`src/rtl/buffer_pkg.sv`:
```
// buffer_pkg: FSM state encodings and shared widths for buffer_reader
package buffer_pkg;
  localparam int DROP_W = 8;
  typedef enum logic [1:0] {
    IDLE = 2'd0,
    REQ  = 2'd1,
    WAIT = 2'd2,
    OUT  = 2'd3
  } state_e;
endpackage

```
`src/rtl/lane_packer.sv`:
```
// lane_packer: N payload lanes of W bits with indexed write and bulk clear; lane 0 in the LSBs
module lane_packer #(
  parameter int W  = 15,
  parameter int N  = 2,
  parameter int IW = 2
) (
  input  logic          clk,
  input  logic          rst_n_i,
  input  logic          we_i,
  input  logic          clr_i,
  input  logic [IW-1:0] idx_i,
  input  logic [W-1:0]  din_i,
  output logic [N*W-1:0] data_o
);
  logic [N*W-1:0] data_q;
  always_ff @(posedge clk or negedge rst_n_i)
    if (!rst_n_i) data_q <= '0;
    else if (clr_i) data_q <= '0;
    else if (we_i)
      for (int i = 0; i < N; i++)
        if (idx_i == IW'(i)) data_q[i*W +: W] <= din_i;
  assign data_o = data_q;
endmodule

```
`src/rtl/buffer_reader.sv`:
```
// buffer_reader: pops words from an upstream buffer and packs pack valid payloads per output word.
// Define BUFFER_READER_PARITY_EN to add the registered out_parity output.
module buffer_reader
  import buffer_pkg::*;
#(
  parameter int bit_width = 16,
  parameter int pack      = 2,
  parameter int wait_max  = 3
) (
  input  logic                          clk,
  input  logic                          rst,
  input  logic                          empty,
  input  logic [bit_width-1:0]          data_in,
  output logic                          consume,
  output logic [pack*(bit_width-1)-1:0] out_data,
  output logic                          out_valid,
  input  logic                          out_ready,
  output logic [DROP_W-1:0]             drop_cnt
`ifdef BUFFER_READER_PARITY_EN
  ,
  output logic                          out_parity
`endif
);
  localparam int W  = bit_width - 1;
  localparam int IW = $clog2(pack + 1);
  localparam int CW = $clog2(wait_max + 1);
  localparam logic [IW-1:0] PACK_V = IW'(pack);
  localparam logic [CW-1:0] WMAX_V = CW'(wait_max);
  state_e state_q, state_d;
  logic [IW-1:0] idx_q, idx_d;
  logic [CW-1:0] cnt_q, cnt_d;
  logic [DROP_W-1:0] drop_q, drop_d;
  logic valid, we, clr;
  assign valid = data_in[bit_width-1];
  always_comb begin
    state_d = state_q;
    idx_d   = idx_q;
    cnt_d   = cnt_q;
    drop_d  = drop_q;
    we      = 1'b0;
    clr     = 1'b0;
    consume = 1'b0;
    case (state_q)
      IDLE: state_d = empty ? IDLE : REQ;
      // a pop is never issued into an empty buffer; fall back and retry
      REQ: begin
        consume = !empty;
        cnt_d   = '0;
        state_d = empty ? IDLE : WAIT;
      end
      WAIT:
        if (valid) begin
          we      = 1'b1;
          idx_d   = idx_q + 1'b1;
          state_d = (idx_d == PACK_V) ? OUT : IDLE;
        end else begin
          cnt_d = cnt_q + 1'b1;
          if (cnt_d == WMAX_V) begin
            drop_d  = drop_q + DROP_W'(drop_q != '1);
            state_d = IDLE;
          end
        end
      OUT:
        if (out_ready) begin
          clr     = 1'b1;
          idx_d   = '0;
          state_d = empty ? IDLE : REQ;
        end
    endcase
  end
  always_ff @(posedge clk or negedge rst)
    if (!rst) begin
      state_q <= IDLE;
      idx_q   <= '0;
      cnt_q   <= '0;
      drop_q  <= '0;
    end else begin
      state_q <= state_d;
      idx_q   <= idx_d;
      cnt_q   <= cnt_d;
      drop_q  <= drop_d;
    end
  lane_packer #(.W(W), .N(pack), .IW(IW)) u_lanes (
    .clk    (clk),
    .rst_n_i(rst),
    .we_i   (we),
    .clr_i  (clr),
    .idx_i  (idx_q),
    .din_i  (data_in[W-1:0]),
    .data_o (out_data)
  );
  assign out_valid = state_q == OUT;
  assign drop_cnt  = drop_q;
`ifdef BUFFER_READER_PARITY_EN
  logic par_q, par_d;
  // parity accumulates lane by lane so it lands together with the last lane
  assign par_d = clr ? 1'b0 : we ? par_q ^ (^data_in[W-1:0]) : par_q;
  always_ff @(posedge clk or negedge rst)
    if (!rst) par_q <= 1'b0;
    else par_q <= par_d;
  assign out_parity = par_q;
`endif
endmodule

```
`config.mk`:
```
export PLATFORM = sky130hd
export DESIGN_NAME = buffer_reader
export DESIGN_NICKNAME = d
export VERILOG_FILES = /design/src/rtl/buffer_pkg.sv /design/src/rtl/lane_packer.sv /design/src/rtl/buffer_reader.sv
export SDC_FILE = /design/constraint.sdc
export NUM_CORES = 1
export LEC_CHECK = 0
export ABC_AREA = 1
export CAP_MARGIN = 20
export CORE_UTILIZATION = 50
export DETAILED_ROUTE_END_ITERATION = 16
export HOLD_SLACK_MARGIN = 0.02
export PLACE_DENSITY = 0.8
export SETUP_SLACK_MARGIN = 0.02
export SLEW_MARGIN = 20
export SYNTH_ARGS = -nofsm -noshare
export SYNTH_HDL_FRONTEND = slang
export SYNTH_SLANG_ARGS = --single-unit
```
`constraint.sdc`:
```
create_clock -name clk -period 2.7 [get_ports clk]
set_input_delay 0.27 -clock clk [delete_from_list [all_inputs] [get_ports clk]]
set_output_delay 0.27 -clock clk [all_outputs]
set_load 0.01 [all_outputs]
```
# Word level (Yosys, flattened, before mapping)
# Index checks and enable logic that the tools add are counted.
[word_totals]
input_bits = 20
out_inout_bits = 40
wordCells = 56
ff_bits = 44
[op_classes]
bitwise = 1
n_eq_ne = 11
n_reduce_logical = 14
add_sub_neg = 3
n_mux = 21
[ops]
columns = ["operator", "count"]
rows = [
  ["$mux W30", 2],
  ["$mux W15", 2],
  ["$mux W2", 8],
  ["$reduce_bool A2 Y1", 5],
  ["$add A8 B1 Y8", 1],
  ["$eq A2 B2 Y1 const B", 4],
  ["$ne A8 B8 Y1 const B", 1],
  ["$pmux W2 S2", 2],
  ["$pmux W2 S4", 1],
  ["$reduce_and A2 Y1", 4],
  ["$mux W1", 6],
  ["$reduce_and A3 Y1", 2],
  ["$add A2 B1 Y2 const B", 2],
  ["$eq A2 B1 Y1 const B", 2],
  ["$logic_not A2 Y1", 2],
  ["$ne A2 B2 Y1 const B", 2],
  ["$ne A3 B3 Y1 const B", 1],
  ["$ne A2 B1 Y1 const B", 1],
  ["$logic_not A1 Y1", 1],
  ["$not A1 Y1", 1],
]

# Longest topological paths before layout
[logic_depth]
word_depth = 5
depth_mapped = 11
ltp_nobuf = 11

# By module
# Synthesis repeated with hierarchy kept, for this count alone.
[unflattened]
cells_unflattened = 284
hier_area_um2 = 2304.7
[modules_own_cells]
columns = ["module", "instances", "cells_per_inst", "area_per_inst_um2"]
rows = [
  ["lane_packer", 1, 170, 1445.1],
  ["buffer_reader", 1, 114, 859.6],
]

# Least setup slack after synthesis
# No wires, ideal clock.
[synth_timing]
path_type = "register to register"
from = "reg drop_q[3] (netlist: drop_cnt[3])"
to = "reg drop_q[6] (netlist: drop_cnt[6])"
arrival_ns = 1.654
required_time_ns = 2.579
path_slack_ns = 0.925
period_less_slack_ns = 1.775
path_stages_with_launch = 11
setup_ns = 0.121
path_cell_list = "dfrtp_1 -> nand2_1 -> inv_1 -> nand2_1 -> or2_2 -> ha_1 -> ha_1 -> nand4_1 -> nor2_1 -> nor2_1 -> nor2_1"
[synth_via]
elab_chain_cells = 2
[synth_lines]
columns = ["item", "line_no", "rtl"]
rows = [
  ["from (decl)", "buffer_reader.sv:32", "logic [DROP_W-1:0] drop_q, drop_d;"],
  ["from (signal assigned)", "buffer_reader.sv:81", "drop_q <= drop_d;"],
  ["$ne A8 B8 Y1", "buffer_reader.sv:59", "drop_d = drop_q + DROP_W'(drop_q != '1);"],
  ["$add A8 B1 Y8 *", "buffer_reader.sv:59", ""],
]
# Every way passes the cells marked *; elsewhere a longest branch is shown, timed or not.
# A chain may end at the register's enable or synchronous reset.

# Final worst setup path
[layout_timing]
from = "reg drop_q[3] (netlist: drop_cnt[3])"
to = "reg drop_q[4] (netlist: drop_cnt[4])"
# Same word-level chain as after synthesis.

==> impl_results.md <==
- Outcome: completed
- First-pass GRT wire length: approximately 7400 um
- Pleak: around 1.5 nW
- Setup_tns: 0 ps
- Post-route ant nets: 0
- CP Class: flip-flop to flip-flop
- Setup slack, reg-to-reg: 760 ps
- Fillers: 347
- Post-DP HPWL: 3168 um
- Share of cells above drive strength 1: 0.06042
- Initial antenna violation count: 0
- DRC: 0
- Storage element area: 0.001101 mm^2
- Hold Fails Final Rpt: 0
- Number of inserted diodes: 0
- First-pass detailed-route iteration total: 4
- Peak supply drop: ~0.00055 V
- Register clock-pin slew on the reported worst setup and hold paths: 80 ps
- Aggregate routed wire length: about 4500 um
- Clock share of power: 0.175
- Setup Fix Bufs, Post-CTS: 0
- Die width: about 68 um
- CTS resizes: 0
- Yosys Warn Count: 0
- Crit path max fanout: 5
- Syn_nets: 299
- Initial Util: 0.5303
- Required time worst endpoint: 2870 ps
- PwrDens: 815.1 mW/mm^2
- Area Growth Syn to Fin: 31.64%
- Top Ports: 60
- Crit share post-route: 0.7176
- Final core occ: 0.6981
- Number of global-route vias before repair: 1,727
- Gate power share: 0.399
- Placeable Area: 0.004086 mm^2
- Cell-internal power: between 1.5 and 2 mW
- Tmin final: between 1500 and 2000 ps
- Max clock buf depth: 2
- RR Startpoint: drop_cnt[3]$_DFFE_PN0P_
- Sequential share of power: 0.426
- TritonCTS clock tree: done
- Root Buffer: clkbuf_8
- Psw: just under 0.8 mW
- Hold WS: 112.5 ps
- DIE AREA: 0.004602 mm^2
- CTS buffer count: 5
- R2R depth: 10
- Global-route usage over all layers: 0.2186
- Post-CTS Hold Buffers: 0
- DP Area: 0.002765 mm^2
- Vias per cell: 4.887
- Post-route cell area: 0.002853 mm^2
- Via count: 1,862
- Post-synthesis average cell area: between 7 and 8 um^2
- Inst Count DP: between 300 and 400
- Post-synthesis sequential area ratio: 0.5081
- Clk sinks: between 40 and 50
- Synth Register Bits: 44
- Sw frac: 0.3378
- Largest net degree at the start of global routing: 45
- Footprint of the multi-input gates: 872.1 um^2
- GR Overflow Total: 0
- Initial DRC Count: 144
- IO Port Bufs: between 50 and 60
- Row count: 23
- Crit. Startpoint: drop_cnt[3]$_DFFE_PN0P_
- Syn Inst Count: 271
- CP Launch Type: flip-flop
- Arrival time worst endpoint: approximately 2100 ps
- Skew-Pair Late Insertion Delay: a little under 300 ps
- Unrepaired setup endpoints after global routing: no
- Max Clk Rate: between 500 and 600 MHz
- Slew Viols, Final: 0
- Synth unique cells: 22
- Tightest Pin Transition: about 950 ps
- Type of the worst min-delay path: input port to async pin
- Capturing point of the worst reg2reg path: drop_cnt[4]$_DFFE_PN0P_
- Final #Nets: approximately 360
- Crit. End Element: flip-flop
- Final GP Congestion: 0.7528
- Worst Skew: slightly below 9 ps
- H-tree depth: 2
- MaxCap Viol Count: 0
- Die Ht: between 60 and 70 um
- Post-synthesis cell area: 0.002167 mm^2
- Wire per inst: 11.94 um
- Max transition margin: 0.3685
- Setup violators final: 0
- Post-route insts no fill: 381
[synth_stat cells (all sizes together)]
master / count / share of area
nand2: 101 / 0.19
dfrtp: 44 / 0.51
nand3: 35 / 0.081
inv: 34 / 0.059
nor2: 25 / 0.044
buf: 8 / 0.027
ha: 8 / 0.046
o21ai: 4 / 0.0092
nand4: 3 / 0.0087
nor3: 2 / 0.0046
or2: 2 / 0.0058
xor2: 2 / 0.0081
clkinv: 1 / 0.0040
nand3b: 1 / 0.0035
o31ai: 1 / 0.0035
[how the worst max path moves through the flow]
| stage | to | slack [ps] | cells after the start |
|---|---|---|---|
| final | drop_cnt[4]$_DFFE_PN0P_ | 760 | 10 |
| after floorplan | drop_cnt[6]$_DFFE_PN0P_ | 920 | 10 |
| after CTS | drop_cnt[4]$_DFFE_PN0P_ | 760 | 10 |
| after detailed placement | drop_cnt[6]$_DFFE_PN0P_ | 790 | 10 |
| after global placement | drop_cnt[4]$_DFFE_PN0P_ | 900 | 10 |
| after global routing | drop_cnt[4]$_DFFE_PN0P_ | 540 | 10 |
[cell usage in the layout, fill, tap and decap left out, types with 3 or more instances in the layout]
cell type / synthesis / routed
nand4_1: 3 / 3
nand2_1: 96 / 96
nor2_1: 24 / 24
clkbuf_8: 0 / 5
nand3_1: 35 / 35
clkdlybuf4s50_1: 0 / 58
ha_1: 8 / 8
o21ai_0: 4 / 4
dfrtp_1: 44 / 44
inv_1: 33 / 33
nand2_4: 3 / 3
[stage by stage]
step,total power [mW],setup slack [ps]
final,2.325,762.4
after global routing,2.493,537.8
after CTS,2.343,764.1
after detailed placement,1.936,785.4
after global placement,1.910,904.3
after floorplan,1.444,924.7
[sequential cells by signal (all words and copies together), names as in the netlist]
name            flops
drop_cnt            8
cnt_q               2
idx_q               2
u_lanes.data_o     30
state_q             2
[cell families after synthesis]
kind of cell    synth area share
flops                     0.5081
compound gates           0.01270
xor+xnor                0.008085
simple gates              0.3355
buf+inv                  0.08949
fa+ha+maj                0.04619
[power groups by stage]
| stage | clock network, mW | registers, mW | logic (mW) |
|---|---|---|---|
| after global placement | 0 | 0.999 | 0.911 |
| after CTS | 0.411 | 0.993 | 0.939 |
| after detailed placement | 0 | 1.00 | 0.933 |
| final | 0.406 | 0.991 | 0.928 |
| after global routing | 0.442 | 1.01 | 1.04 |
| after floorplan | 0 | 1.07 | 0.372 |
[worst max-delay path: stages, from the launching register on]
cell and delay (ps):
dfrtp_1 420, nand2_1 120, inv_1 100, nand2_1 90
or2_2 310, ha_1 200, ha_1 180, nand4_1 200
nor2_1 60, nor2_1 90, nor2_1 50
[cell type report]
cell class / instances / area share
sequential: 44 / 0.3860
multi-input combinational: 184 / 0.3057
timing repair buffer: 60 / 0.2079
inverter: 35 / 0.04781
clock buffer: 5 / 0.02412
tap: 50 / 0.02193
clock inverter: 3 / 0.006579
[metal layers]
layer / vias up / routed length, um / global-route usage
met5: - / 0 / 0
met4: 0 / 70 / 0.07552
met3: 6 / 186 / 0.05500
met2: 51 / 2221 / 0.3837
met1: 856 / 2071 / 0.2589
li1: 949 / - / -
Power figures use the tool's default switching activity.
